===== src/rtl/audio_mix_filter.sv =====
// Stereo FM + PSG mixer with saturation, one-pole IIR smoothing and gain stage,
// producing offset-binary words once per DAC frame. Optional macro AUDIO_MUTE_RAMP_EN.
module audio_mix_filter #(
    parameter int FM_W      = 14,
    parameter int PSG_W     = 11,
    parameter int PSG_SHIFT = 3,
    parameter int K         = 3,
    parameter int DIV       = 32
) (
    input  logic             clk,
    input  logic             n_reset,
    input  logic [FM_W-1:0]  fm_l,
    input  logic [FM_W-1:0]  fm_r,
    input  logic             fm_strobe,
    input  logic [PSG_W-1:0] psg,
    input  logic             psg_strobe,
    input  logic             mute,
    output logic             sample_tick,
    output logic [15:0]      dout_l,
    output logic [15:0]      dout_r
);

    localparam int ACC_W = 16 + K;
    localparam int CNT_W = (DIV > 1) ? $clog2(DIV) : 1;
    localparam logic [CNT_W-1:0] CNT_LAST  = CNT_W'(DIV - 1);
    localparam logic [PSG_W-1:0] PSG_CTR   = {1'b1, {(PSG_W-1){1'b0}}};
    localparam logic [8:0]       GAIN_FULL = 9'd256;

    function automatic logic signed [17:0] mix_sum(input logic [FM_W-1:0]  fm,
                                                   input logic [PSG_W-1:0] p);
        logic signed [17:0] xf;
        logic signed [17:0] xp;
        xf = 18'(signed'(fm)) <<< (16 - FM_W);
        xp = (signed'(18'(p)) - signed'(18'(PSG_CTR))) <<< PSG_SHIFT;
        return xf + xp;
    endfunction

    function automatic logic signed [15:0] sat16(input logic signed [17:0] v);
        if (v > 18'sd32767)
            return 16'sh7FFF;
        else if (v < -18'sd32768)
            return 16'sh8000;
        else
            return 16'(v);
    endfunction

    // Leak of acc >>> K balances the input exactly when acc >>> K == s, so no bias.
    function automatic logic signed [ACC_W-1:0] iir_step(input logic signed [ACC_W-1:0] acc,
                                                         input logic signed [15:0]      s);
        return acc + ACC_W'(s) - (acc >>> K);
    endfunction

    function automatic logic [15:0] scale_out(input logic signed [ACC_W-1:0] acc,
                                              input logic [8:0]              g);
        logic signed [15:0] y;
        logic signed [25:0] prod;
        y    = 16'(acc >>> K);
        prod = 26'(y) * signed'(26'(g));
        return 16'(prod >>> 8) ^ 16'h8000;
    endfunction

    logic [CNT_W-1:0]        cnt_q, cnt_d;
    logic                    tick_q, tick_d;
    logic [FM_W-1:0]         fm_l_q, fm_l_d, fm_r_q, fm_r_d;
    logic [PSG_W-1:0]        psg_q, psg_d;
    logic signed [15:0]      mix_l_p1_q, mix_l_p1_d, mix_r_p1_q, mix_r_p1_d;
    logic                    vld_p1_q, vld_p1_d;
    logic signed [ACC_W-1:0] acc_l_p2_q, acc_l_p2_d, acc_r_p2_q, acc_r_p2_d;
    logic [8:0]              gain_p2_q, gain_p2_d;
    logic                    vld_p2_q, vld_p2_d;
    logic [15:0]             dout_l_q, dout_l_d, dout_r_q, dout_r_d;

    always_comb begin
        cnt_d  = (cnt_q == CNT_LAST) ? '0 : cnt_q + 1'b1;
        tick_d = (cnt_d == CNT_LAST);

        fm_l_d = fm_strobe  ? fm_l : fm_l_q;
        fm_r_d = fm_strobe  ? fm_r : fm_r_q;
        psg_d  = psg_strobe ? psg  : psg_q;

        // Stage 1: mix held samples (pre-strobe values) and clamp to 16 bits
        mix_l_p1_d = tick_q ? sat16(mix_sum(fm_l_q, psg_q)) : mix_l_p1_q;
        mix_r_p1_d = tick_q ? sat16(mix_sum(fm_r_q, psg_q)) : mix_r_p1_q;
        vld_p1_d   = tick_q;

        // Stage 2: IIR update and gain selection
        acc_l_p2_d = vld_p1_q ? iir_step(acc_l_p2_q, mix_l_p1_q) : acc_l_p2_q;
        acc_r_p2_d = vld_p1_q ? iir_step(acc_r_p2_q, mix_r_p1_q) : acc_r_p2_q;
        vld_p2_d   = vld_p1_q;
`ifdef AUDIO_MUTE_RAMP_EN
        gain_p2_d = gain_p2_q;
        if (vld_p1_q) begin
            if (mute && gain_p2_q != 9'd0)
                gain_p2_d = gain_p2_q - 9'd1;
            else if (!mute && gain_p2_q != GAIN_FULL)
                gain_p2_d = gain_p2_q + 9'd1;
        end
`else
        gain_p2_d = vld_p1_q ? (mute ? 9'd0 : GAIN_FULL) : gain_p2_q;
`endif

        // Stage 3: gain and offset-binary conversion, held for the rest of the frame
        dout_l_d = vld_p2_q ? scale_out(acc_l_p2_q, gain_p2_q) : dout_l_q;
        dout_r_d = vld_p2_q ? scale_out(acc_r_p2_q, gain_p2_q) : dout_r_q;
    end

    always_ff @(posedge clk or negedge n_reset) begin
        if (!n_reset) begin
            cnt_q      <= '0;
            tick_q     <= 1'b0;
            fm_l_q     <= '0;
            fm_r_q     <= '0;
            psg_q      <= PSG_CTR;
            mix_l_p1_q <= '0;
            mix_r_p1_q <= '0;
            vld_p1_q   <= 1'b0;
            acc_l_p2_q <= '0;
            acc_r_p2_q <= '0;
            gain_p2_q  <= GAIN_FULL;
            vld_p2_q   <= 1'b0;
            dout_l_q   <= 16'h8000;
            dout_r_q   <= 16'h8000;
        end else begin
            cnt_q      <= cnt_d;
            tick_q     <= tick_d;
            fm_l_q     <= fm_l_d;
            fm_r_q     <= fm_r_d;
            psg_q      <= psg_d;
            mix_l_p1_q <= mix_l_p1_d;
            mix_r_p1_q <= mix_r_p1_d;
            vld_p1_q   <= vld_p1_d;
            acc_l_p2_q <= acc_l_p2_d;
            acc_r_p2_q <= acc_r_p2_d;
            gain_p2_q  <= gain_p2_d;
            vld_p2_q   <= vld_p2_d;
            dout_l_q   <= dout_l_d;
            dout_r_q   <= dout_r_d;
        end
    end

    assign sample_tick = tick_q;
    assign dout_l      = dout_l_q;
    assign dout_r      = dout_r_q;

endmodule


===== config.mk =====
export PLATFORM = sky130hd
export DESIGN_NAME = audio_mix_filter
export DESIGN_NICKNAME = d
export VERILOG_FILES = /design/src/rtl/audio_mix_filter.sv
export SDC_FILE = /design/constraint.sdc
export NUM_CORES = 1
export LEC_CHECK = 0
export CORE_MARGIN = 1.5
export CORE_UTILIZATION = 45
export CTS_CLUSTER_DIAMETER = 40
export DETAILED_ROUTE_END_ITERATION = 10
export GPL_ROUTABILITY_DRIVEN = 0
export HOLD_SLACK_MARGIN = 0.02
export PLACE_DENSITY_LB_ADDON = 0.3
export SYNTH_ARGS = -nofsm -noshare
export SYNTH_HDL_FRONTEND = slang
export SYNTH_SLANG_ARGS = --single-unit

===== constraint.sdc =====
create_clock -name clk -period 3.38 [get_ports clk]
set_clock_uncertainty 0.15 [all_clocks]
set_input_delay 0.507 -clock clk [delete_from_list [all_inputs] [get_ports clk]]
set_output_delay 0.507 -clock clk [all_outputs]
set_load 0.02 [all_outputs]

# Word level (Yosys, flattened, before mapping)
# Cells that the tools add are included.
word_totals:
  out_inout_bits: 33
  in_bits: 44
  reg_bits: 158
  wordCells: 38
classes:
  bitwise: 2
  n_mul: 2
  n_lt_le_gt_ge: 4
  add_sub_neg: 8
  muxes: 6
  n_eq_ne: 2
op_table:
  columns: ["cell", "count"]
  rows:
  - ["16-bit two-way mux", 4]
  - ["16-bit by 10-bit multiplier with 24-bit output", 2]
  - ["19-bit by 16-bit adder with 19-bit output", 2]
  - ["19-bit by 16-bit subtractor with 19-bit output", 2]
  - ["16-bit by 15-bit adder with 17-bit output", 2]
  - ["18-bit by 16-bit greater-than comparator with 1-bit output, second input constant", 1]
  - ["18-bit by 16-bit less-than comparator with 1-bit output, second input constant", 1]
  - ["17-bit by 16-bit greater-than comparator with 1-bit output, second input constant", 1]
  - ["17-bit by 16-bit less-than comparator with 1-bit output, second input constant", 1]
  - ["11-bit by 11-bit subtractor with 12-bit output, second input constant", 1]
  - ["5-bit == test, second input constant", 2]
  - ["9-bit two-way mux", 1]
  - ["5-bit by 1-bit adder with 5-bit output, second input constant", 1]
  - ["5-bit two-way mux", 1]
  - ["1-bit inverter", 2]

# Depth between registers and ports, before layout
# Gate-level depths: netlist of run 1.
logic_depth:
  depth_word: 5
  mapped_depth: 13
  mapped_depth_nobuf: 13

# Worst setup path before layout of run 1
# Ideal clock, no wire load.
synth_path:
  kind: "flip-flop to flip-flop"
  startpoint: "register mix_r_p1_q[1]"
  endpoint: "register acc_r_p2_q[16]"
  slack_ns: 0.093
  setup_ns: 0.140
  stages_incl_launch_ff: 13
  path_buffers: 0
  arrival_ns: 2.997
  required_ns: 3.090
  cell_sequence: "dfrtp_1 -> inv_1 -> fa_1 -> inv_1 -> fa_1 -> a211oi_2 -> o21ai_2 -> a2111oi_4 -> or4_1 -> or3b_1 -> a21oi_2 -> xor2_1 -> mux2i_1"
synth_between:
  elab_chain_len: 2
synth_lines:
  columns: ["item", "line", "source"]
  rows:
  - ["start: declaration", "66", "logic signed [15:0] mix_l_p1_q, mix_l_p1_d, mix_r_p1_q, mix_r_p1_d;"]
  - ["start signal: assignment", "130", "mix_r_p1_q <= mix_r_p1_d;"]
  - ["19-bit by 16-bit adder with 19-bit output", "50", "return acc + ACC_W'(s) - (acc >>> K);"]
  - ["19-bit by 16-bit subtractor with 19-bit output", "50", null]
  - ["end signal: assignment", "133", "acc_r_p2_q <= acc_r_p2_d;"]
  - ["end: declaration", "68", "logic signed [ACC_W-1:0] acc_l_p2_q, acc_l_p2_d, acc_r_p2_q, acc_r_p2_d;"]
# Every way passes these cells.
# A chain may end at the register's enable or synchronous reset.

# Worst setup path after layout of run 1
layout_path:
  startpoint: "register acc_r_p2_q[1]"
  endpoint: "register acc_r_p2_q[16]"
layout_between:
  elab_chain_len: 2
layout_lines:
  columns: ["item", "line"]
  rows:
  - ["19-bit by 16-bit adder with 19-bit output", "50"]
  - ["19-bit by 16-bit subtractor with 19-bit output", "50"]
# Every way passes these cells.

==> metrics.md, run 1 <==
| Metric | Value |
|---|---|
| Total grt overflow | `0` |
| Setup-failing EPs final | `0` |
| MaxCap Viol Count | `0` |
| Largest net degree at the start of global routing | `89` |
| Yosys reg bits | `148` |
| Crit path launch | `acc_r_p2_q[1]` |
| Crit path kind | `flip-flop to flip-flop` |
| Worst setup endpoint | `acc_r_p2_q[16]` |
| Chip height | `151 um` |
| Async SR Flop Fraction | `100%` |
| Arrival time worst endpoint | `3.49 ns` |
| Area Growth Syn to Fin | `19.4%` |
| Synth Net Count | `1206` |
| Initial antenna violation count | `0` |
| CTS buffer count | `17` |
| # DRC | `0` |
| Post-placement cell count | `1389` |
| Htree depth | `4` |
| Status | `complete, but fails checks` |
| Tcrit/Tclk final | `99.4%` |
| CTS max path bufs | `2` |
| Root buf cell | `clkbuf_16` |
| DP Wirelength | `15700 um` |
| # hold bufs at CTS | `0` |
| Vias | `7497` |
| Flip-flop and latch area | `3710 sq um` |
| Worst slack, placed | `-0.0263 ns` |
| GRT Resource Usage Total | `19.9%` |
| Antenna fix cells | `0` |
| Die width | `151 um` |
| CTS tree | `yes` |
| # port buffers | `76` |
| Worst EP required | `3.51 ns` |
| Layout Utilization | `55.5%` |
| Die area | `22800 sq um` |
| Worst hold slack | `-0.0248 ns` |
| YS warnings | `0` |
| WL per Instance | `14.9 um` |
| DR pass1 iterations | `5` |
| Num rows | `53` |
| Length in cells of the worst reg-to-reg path | `12` |
| Share of layout cells above drive strength 1 | `12.7%` |
| Core ar. | `21200 sq um` |
| Slew @ Worst Pin | `0.962 ns` |
| RR Startpoint | `acc_r_p2_q[1]` |
| Hold Vio Cnt, Final | `7` |
| CTS Sinks | `148` |
| Failing checks | `negative hold slack` |
| Wirelength, routed | `21200 um` |
| Final WS setup | `0.0199 ns` |
| Netlist cell types | `69` |
| Global-route wire length before repair | `35600 um` |
| Vias per cell | `5.25` |
| Layout Cells excl Fill | `1428` |
| Slew Viols, Final | `0` |
| Worst min path class | `input pin to async pin` |
| Worst-Skew Late Latency | `0.43 ns` |
| Crit path cell chain | `inv_1, fa_1, inv_2, fa_2, a211oi_4, o21ai_2, a2111oi_4, or4_4, or3b_4, a21oi_2, xor2_1, mux2i_1` |
| Cells after synthesis | `1056` |
| Starting Density | `46.4%` |
| Post-synth EDFFs | `0` |
| Fmax | `298 MHz` |
| Layout fillers | `1915` |
| Multi-input combinational cell area | `5390 sq um` |
| Crit-path max cell delay | `0.55 ns` |
| Post-synthesis sequential area ratio | `37.6%` |
| Min Tclk post-route | `3.36 ns` |
| Max-slew headroom | `35.9%` |
| Slowest cell on crit path | `fa_1` |
| Vias in the first global route | `7222` |
| Reg clk slew, reported paths | `0.06 ns` |
| Nets | `1290` |
| RSZ-0062 raised after global routing | `true` |
| Synthesized area | `9860 sq um` |
| Setup TNS | `0 ns` |
| Number of DRC markers in iteration 0 | `459` |
| Synthesized area per cell | `9.33 sq um` |
| Top FF cell, synth | `dfrtp_1` |
| R2r endpoint | `acc_r_p2_q[16]` |
| Critical Path End Type | `flip-flop` |
| R2r setup slk | `0.02 ns` |
| Post-DRT Antenna Nets | `0` |
| Crit-path max FO | `2` |
| Startpoint types | `flip-flop` |
| IO Pins | `77` |
metrics by stage:
| step | hold WS (ns) | cell area (sq um) |
|---|---|---|
| 2_1_floorplan | 0.0614 | 9860 |
| 3_3_place_gp | 0.331 | 11000 |
| 3_5_place_dp | 0.338 | 11000 |
| 4_1_cts | 0.0258 | 11600 |
| 5_1_grt | 0.0503 | 11800 |
| 6_report | -0.0248 | 11800 |
critical path: cells and delay by family (launching register included):
| family | cells | cell delay [ns] |
|---|---|---|
| simple gates | 2 | 0.56 |
| mux | 1 | 0.08 |
| xor+xnor | 1 | 0.14 |
| fa+ha+maj | 2 | 0.93 |
| buf+inv | 2 | 0.11 |
| flops | 1 | 0.32 |
| compound gates | 4 | 0.92 |
timing repair:
item / in CTS / in global routing
pin swaps: 2 / 20
buffers inserted: 3 / 4
endpoints found under the setup margin: 2 / 13
resized for setup: 4 / 25
cell usage after synthesis, types with 3 or more instances:
| cell type | instances | area share, % |
|---|---|---|
| o21ai_1 | 5 | 0.25 |
| clkbuf_1 | 31 | 1.2 |
| fa_1 | 38 | 7.7 |
| and3_1 | 5 | 0.32 |
| or2_2 | 4 | 0.25 |
| mux2_2 | 37 | 4.2 |
| a211oi_1 | 3 | 0.23 |
| dfrtp_1 | 144 | 37 |
| o21bai_1 | 7 | 0.53 |
| o21a_1 | 4 | 0.30 |
| nand3_1 | 50 | 2.5 |
| nand4_1 | 6 | 0.38 |
| a21oi_1 | 67 | 3.4 |
| nor2b_1 | 5 | 0.32 |
| ha_1 | 68 | 8.6 |
| a21o_1 | 23 | 1.8 |
| nand3b_1 | 4 | 0.30 |
| xnor2_1 | 29 | 2.6 |
| o21ai_0 | 76 | 3.9 |
| o31ai_1 | 3 | 0.23 |
| a31oi_1 | 4 | 0.25 |
| nor4_1 | 4 | 0.25 |
| o211ai_1 | 13 | 0.99 |
| nor3_1 | 16 | 0.81 |
| dfstp_2 | 4 | 1.1 |
| mux2i_1 | 13 | 1.3 |
| o22ai_1 | 13 | 0.83 |
| nor2_1 | 60 | 2.3 |
| nand2_1 | 51 | 1.9 |
| buf_2 | 5 | 0.25 |
| xor2_1 | 20 | 1.8 |
| or4_1 | 4 | 0.30 |
| inv_1 | 190 | 7.2 |
sequential cells by signal, summed over array words and instances, names as in the netlist:
register     count
sample_tick      1
fm_r_q          14
acc_l_p2_q      19
cnt_q            5
fm_l_q          14
mix_l_p1_q      15
vld_p1_q         1
acc_r_p2_q      19
dout_r          16
dout_l          16
gain_p2_q        1
psg_q           11
mix_r_p1_q      15
vld_p2_q         1
worst min-delay path by stage:
stage / to / startpoint / slack (ns)
global route: dout_r[5] / n_reset / 0.05
detailed placement: cnt_q[0] / cnt_q[0] / 0.34
finish: dout_r[5] / n_reset / -0.02
floorplan: acc_l_p2_q[0] / n_reset / 0.06
CTS: dout_r[5] / n_reset / 0.03
global placement: cnt_q[0] / cnt_q[0] / 0.33
final cells by class:
cell class / instances / area share, %
well taps: 275 / 2.92
flip-flops and latches: 148 / 31.5
clock buffers: 19 / 3.76
clock inverters: 13 / 1.55
inverters: 190 / 6.06
multi-input cells: 679 / 45.8
repair buffers: 104 / 8.37
cells by family (layout without fill, tap and decap cells):
| family | after synthesis | after routing | synth area share [%] |
|---|---|---|---|
| flops | 148 | 148 | 37.6 |
| fa+ha+maj | 107 | 107 | 16.5 |
| buf+inv | 229 | 326 | 8.86 |
| compound gates | 252 | 252 | 16.3 |
| xor+xnor | 49 | 49 | 4.35 |
| simple gates | 220 | 220 | 10.6 |
| mux | 51 | 51 | 5.78 |
routing by layer:
metal,wire [um],track usage (%),vias to the layer above,share of wire [%]
met4,320,5.58,0,1.5
met2,9350,30.0,156,44
met1,10700,29.2,3585,50
met3,843,3.61,27,4.0
met5,0,0,-,0
li1,-,-,3729,-
cells in the final DEF, fill, tap and decap left out, drive strengths merged, types with 5 or more instances in the layout:
| cell type | Yosys | final |
|---|---|---|
| nor3 | 16 | 16 |
| buf | 8 | 29 |
| a21oi | 69 | 69 |
| mux2i | 14 | 14 |
| xor2 | 20 | 20 |
| o211ai | 13 | 13 |
| inv | 190 | 190 |
| o21bai | 7 | 7 |
| clkdlybuf4s50 | 0 | 75 |
| o22ai | 13 | 13 |
| and3 | 5 | 5 |
| nor2 | 60 | 60 |
| clkinv | 0 | 5 |
| o21ai | 82 | 82 |
| xnor2 | 29 | 29 |
| nor2b | 6 | 6 |
| nand2 | 51 | 51 |
| fa | 38 | 38 |
| dfrtp | 144 | 144 |
| a211oi | 5 | 5 |
| ha | 68 | 68 |
| clkbuf | 31 | 19 |
| a21o | 24 | 24 |
| mux2 | 37 | 37 |
| nand4 | 6 | 6 |
| nand3 | 50 | 50 |
Power of run 1 is left out: the tool's default activity adds up to more than one toggle a clock period on the data nets, which glitch-free logic cannot reach.
==> run 2, diff against run 1 <==
--- a/config.mk
+++ b/config.mk
@@ -5,6 +5,7 @@
 export SDC_FILE = /design/constraint.sdc
 export NUM_CORES = 1
 export LEC_CHECK = 0
+export CORE_ASPECT_RATIO = 1.2
 export CORE_MARGIN = 1.5
 export CORE_UTILIZATION = 45
 export CTS_CLUSTER_DIAMETER = 40
==> metrics.md, run 2 (synthesis results as in run 1) <==
| Metric | Value |
|---|---|
| RSZ-0062 raised after global routing | `true` |
| Share of layout cells above drive strength 1 | `12.2% (-0.55 points)` |
| Layout Utilization | `54.8% (-0.70 points)` |
| Num rows | `59 (+11%)` |
| # DRC | `0 (unchanged)` |
| Slew Viols, Final | `0 (unchanged)` |
| Root buf cell | `clkbuf_16` |
| Fmax | `298 MHz (+0.10%)` |
| Vias per cell | `5.20 (-0.90%)` |
| Status | `finished clean` |
| Largest net degree at the start of global routing | `72 (-19%)` |
| Area Growth Syn to Fin | `19.8%` |
| Core ar. | `21600 sq um (+1.6%)` |
| Worst min path class | `flip-flop to flip-flop` |
| Die width | `138 um (-8.5%)` |
| Reg clk slew, reported paths | `0.06 ns (about the same)` |
| Arrival time worst endpoint | `3.50 ns (about the same)` |
| Htree depth | `4 (unchanged)` |
| Wirelength, routed | `20600 um (-2.8%)` |
| Number of DRC markers in iteration 0 | `352 (-23%)` |
| IO Pins | `77 (unchanged)` |
| Starting Density | `45.7% (-0.72 points)` |
| Top flop regs | `acc_l_p2_q x19, acc_r_p2_q x19` |
| Post-placement cell count | `1385 (-0.29%)` |
| Startpoint types | `flip-flop` |
| CTS tree | `yes` |
| Setup-failing EPs final | `0 (unchanged)` |
| Commonest non-fill, non-tap cell in the layout | `inv_1` |
| Most frequent cells in the layout | `inv_1, dfrtp_1, o21ai_0, clkdlybuf4s50_1, a21oi_1` |
| Hold Vio Cnt, Final | `0 (-7)` |
| GRT Resource Usage Total | `18.8% (-1.1 points)` |
| Nets | `1293 (+0.23%)` |
| Min Tclk post-route | `3.36 ns (-0.00351 ns)` |
| # port buffers | `76 (unchanged)` |
| Critical Path End Type | `flip-flop` |
| Vias | `7440 (-0.76%)` |
| Slew @ Worst Pin | `0.979 ns (+0.0170 ns)` |
| Die area | `22800 sq um (about the same)` |
| Crit-path max FO | `2 (unchanged)` |
| MaxCap Viol Count | `0 (unchanged)` |
| CTS buffer count | `17 (unchanged)` |
| Global-route wire length before repair | `34600 um (-2.7%)` |
| Post-DRT Antenna Nets | `0 (unchanged)` |
| Worst EP required | `3.53 ns (+0.02 ns)` |
| Worst-Skew Late Latency | `0.43 ns (about the same)` |
| DR pass1 iterations | `4 (-1)` |
| Vias in the first global route | `7394 (+2.4%)` |
| Total grt overflow | `0 (unchanged)` |
| Crit path kind | `flip-flop to flip-flop` |
| CTS Sinks | `148 (unchanged)` |
| Tcrit/Tclk final | `99.3% (-0.10 points)` |
| Initial antenna violation count | `0 (unchanged)` |
| WL per Instance | `14.4 um (-3.0%)` |
| DP Wirelength | `15200 um (-3.3%)` |
| Chip height | `165 um (+9.4%)` |
| Antenna fix cells | `0 (unchanged)` |
| Max-slew headroom | `34.7% (-1.1 points)` |
| CTS max path bufs | `2 (unchanged)` |
| Layout Cells excl Fill | `1430 (+0.14%)` |
run 2: area by class of cell:
| cell class | count | area [sq um] |
|---|---|---|
| fillers | 1981 | 9750 |
| multi-input cells | 679 | 5360 |
| flip-flops and latches | 148 | 3710 |
| repair buffers | 107 | 1020 |
| inverters | 190 | 713 |
| clock buffers | 21 | 460 |
| well taps | 274 | 343 |
| clock inverters | 11 | 198 |
run 2: through the flow:
stage / setup TNS [ns] / setup slack [ns] / area, sq um / hold slack (ns)
3_3_place_gp: 0 / 0.0487 / 11000 / 0.326
6_report: 0 / 0.0234 / 11800 / 0.336
3_5_place_dp: -0.0462 / -0.0259 / 11000 / 0.329
5_1_grt: -0.317 / -0.148 / 11800 / 0.353
4_1_cts: 0 / 0.0146 / 11700 / 0.337
2_1_floorplan: 0 / 0.0927 / 9860 / 0.0614
run 2: repair_timing:
action,4_1_cts,5_1_grt
buffers inserted,3,9
pin swaps,5,15
setup endpoints to repair,2,7
hold buffers,1,0
cloned,0,0
endpoints found under the hold margin,66,0
resized for setup,4,18
run 2: final timing paths:
path                               start        endpoint  slack [ns]  cells past startpoint
max                        mix_r_p1_q[1]  acc_r_p2_q[16]        0.02                     12
min                           dout_l[15]      dout_l[15]        0.34                      2
max reg2reg                mix_r_p1_q[1]  acc_r_p2_q[16]        0.02                     12
min reg2reg                   dout_l[15]      dout_l[15]        0.34                      2
max in group asynchronous        n_reset   mix_l_p1_q[7]        1.75                      3
min in group asynchronous        n_reset       dout_l[9]        0.50                      2
run 2: worst max-delay path, cell delays in order (launching register included):
cell       delay, ns
dfrtp_1         0.35
inv_1           0.07
fa_1            0.53
inv_2           0.05
fa_2            0.38
a211oi_4        0.26
o21ai_2         0.12
a2111oi_4       0.37
or4_1           0.18
or3b_4          0.37
a21oi_2         0.14
xor2_1          0.15
mux2i_1         0.09
run 2: routing by layer:
layer,up-vias,routed length [um],GRT usage [%]
li1,3749,-,-
met1,3518,9510,24.9
met2,137,9750,31.3
met3,36,799,2.54
met4,0,551,7.42
met5,-,0,0
Power of run 2 is left out for the same reason.
==> run 3, diff against run 2 <==
--- a/config.mk
+++ b/config.mk
@@ -12,7 +12,7 @@
 export DETAILED_ROUTE_END_ITERATION = 10
 export GPL_ROUTABILITY_DRIVEN = 0
 export HOLD_SLACK_MARGIN = 0.02
-export PLACE_DENSITY_LB_ADDON = 0.3
+export PLACE_DENSITY = 0.67
 export SYNTH_ARGS = -nofsm -noshare
 export SYNTH_HDL_FRONTEND = slang
 export SYNTH_SLANG_ARGS = --single-unit
==> metrics.md, run 3 (synthesis results as in run 1) <==
| Metric | Value |
|---|---|
| Status | `finished clean` |
| WP buf/inv | `2 (unchanged)` |
| Commonest non-fill, non-tap cell in the layout | `inv_1` |
| Nets | `1285 (-0.62%)` |
| Share of layout cells above drive strength 1 | `11.8% (-0.35 points)` |
| Startpoint types | `flip-flop` |
| Crit-path max cell delay | `0.54 ns (about the same)` |
| RSZ-0062 raised after global routing | `true` |
| Total grt overflow | `0 (unchanged)` |
| Top flop regs | `acc_l_p2_q x19, acc_r_p2_q x19` |
| CTS max path bufs | `2 (unchanged)` |
| Fmax | `302 MHz (+1.3%)` |
| Worst hold slack | `0.334 ns (-0.00231 ns)` |
| Reg clk slew, reported paths | `0.06 ns (about the same)` |
| # port buffers | `76 (unchanged)` |
| Hold Vio Cnt, Final | `0 (unchanged)` |
| Die width | `138 um (unchanged)` |
| Starting Density | `45.7% (unchanged)` |
| Worst-Skew Late Latency | `0.43 ns (about the same)` |
| Worst min path class | `input pin to async pin` |
| Area Growth Syn to Fin | `19.0%` |
| CTS Sinks | `148 (unchanged)` |
| Antenna fix cells | `0 (unchanged)` |
| Slew Viols, Final | `0 (unchanged)` |
| Slowest cell on crit path | `fa_1` |
| CTS buffer count | `17 (unchanged)` |
| CTS tree | `yes` |
| Most frequent cells in the layout | `inv_1, dfrtp_1, clkdlybuf4s50_1, o21ai_0, a21oi_1` |
| Worst EP required | `3.53 ns (about the same)` |
| Global-route wire length before repair | `34500 um (-0.36%)` |
| Tcrit/Tclk final | `98.0% (-1.3 points)` |
| # DRC | `0 (unchanged)` |
| Vias | `7501 (+0.82%)` |
| Die area | `22800 sq um (unchanged)` |
| Core ar. | `21600 sq um (unchanged)` |
| Chip height | `165 um (unchanged)` |
| Number of DRC markers in iteration 0 | `415 (+18%)` |
| Max-slew headroom | `34.1% (-0.67 points)` |
| Wirelength, routed | `20600 um (-0.11%)` |
| DP Wirelength | `15300 um (+1.0%)` |
| MaxCap Viol Count | `0 (unchanged)` |
| R2r setup slk | `0.07 ns (+0.04 ns)` |
| DR pass1 iterations | `5 (+1)` |
| Final WS setup | `0.0671 ns (+0.0436 ns)` |
| Min Tclk post-route | `3.31 ns (-0.0436 ns)` |
| IO Pins | `77 (unchanged)` |
| Setup TNS | `0 ns (unchanged)` |
| Worst slack, placed | `-0.0693 ns (-0.0434 ns)` |
| Slew @ Worst Pin | `0.989 ns (+0.0101 ns)` |
| Setup-failing EPs final | `0 (unchanged)` |
| Crit path cell chain | `inv_2, fa_1, inv_2, fa_2, a211oi_4, o21ai_2, a2111oi_4, or4_4, or3b_1, a21oi_2, xor2_1, mux2i_1` |
| Root buf cell | `clkbuf_16` |
| Arrival time worst endpoint | `3.46 ns (-0.04 ns)` |
| Crit-path max FO | `2 (unchanged)` |
| WL per Instance | `14.5 um (+0.45%)` |
| Crit path kind | `flip-flop to flip-flop` |
| Initial antenna violation count | `0 (unchanged)` |
| Largest net degree at the start of global routing | `90 (+25%)` |
| Num rows | `59 (unchanged)` |
| Vias in the first global route | `7244 (-2.0%)` |
| CP top delay family | `adder cells` |
| Critical Path End Type | `flip-flop` |
| GRT Resource Usage Total | `18.8% (+0.041 points)` |
| Post-DRT Antenna Nets | `0 (unchanged)` |
| CP dominant cell by count | `inv_2` |
| Vias per cell | `5.27 (+1.4%)` |
| Htree depth | `4 (unchanged)` |
[run 3: cell count changes in the layout (fill, tap and decap cells not counted), moves of 2 or more]
cell and change:
buf_4 -8, bufinv_16 -2, clkbuf_1 -2, inv_6 +2
[run 3: worst paths after layout]
check	end	start	depth (start not counted)
worst max register to register	acc_r_p2_q[16]	mix_r_p1_q[1]	12
min in group clk	dout_l[15]	dout_l[15]	2
worst min register to register	dout_l[15]	dout_l[15]	2
worst min-delay path	dout_l[5]	n_reset	2
worst max-delay path	acc_r_p2_q[16]	mix_r_p1_q[1]	12
max in group asynchronous	vld_p2_q	n_reset	3
[run 3: repair_timing]
item,4_1_cts,5_1_grt
resized for setup,8,15
pin swaps,7,12
cloned,0,0
endpoints found under the setup margin,3,10
setup buffers,2,1
hold endpoints to repair,18,0
hold buffers,1,0
[run 3: layout make-up]
class	count	area, sq um
flip-flops and latches	148	3710
fillers	1952	9830
clock buffers	19	453
multi-input cells	679	5370
well taps	274	343
repair buffers	99	962
clock inverters	13	171
inverters	190	713
[run 3: through the flow]
step / cell area, sq um / cells / util [%]
6_report: 11700 / 1422 / 54.4
5_1_grt: 11700 / 1422 / 54.4
4_1_cts: 11600 / 1421 / 54.0
3_5_place_dp: 11000 / 1386 / 50.9
3_3_place_gp: 11000 / 1386 / 50.9
2_1_floorplan: 9860 / 1056 / -
[run 3: layer usage]
metal | vias up | global-route usage (%) | wire, um
met5 | - | 0 | 0
met4 | 0 | 6.56 | 411
met3 | 31 | 3.06 | 778
met2 | 157 | 31.6 | 9760
met1 | 3582 | 24.8 | 9640
li1 | 3731 | - | -
Power of run 3 is left out for the same reason.
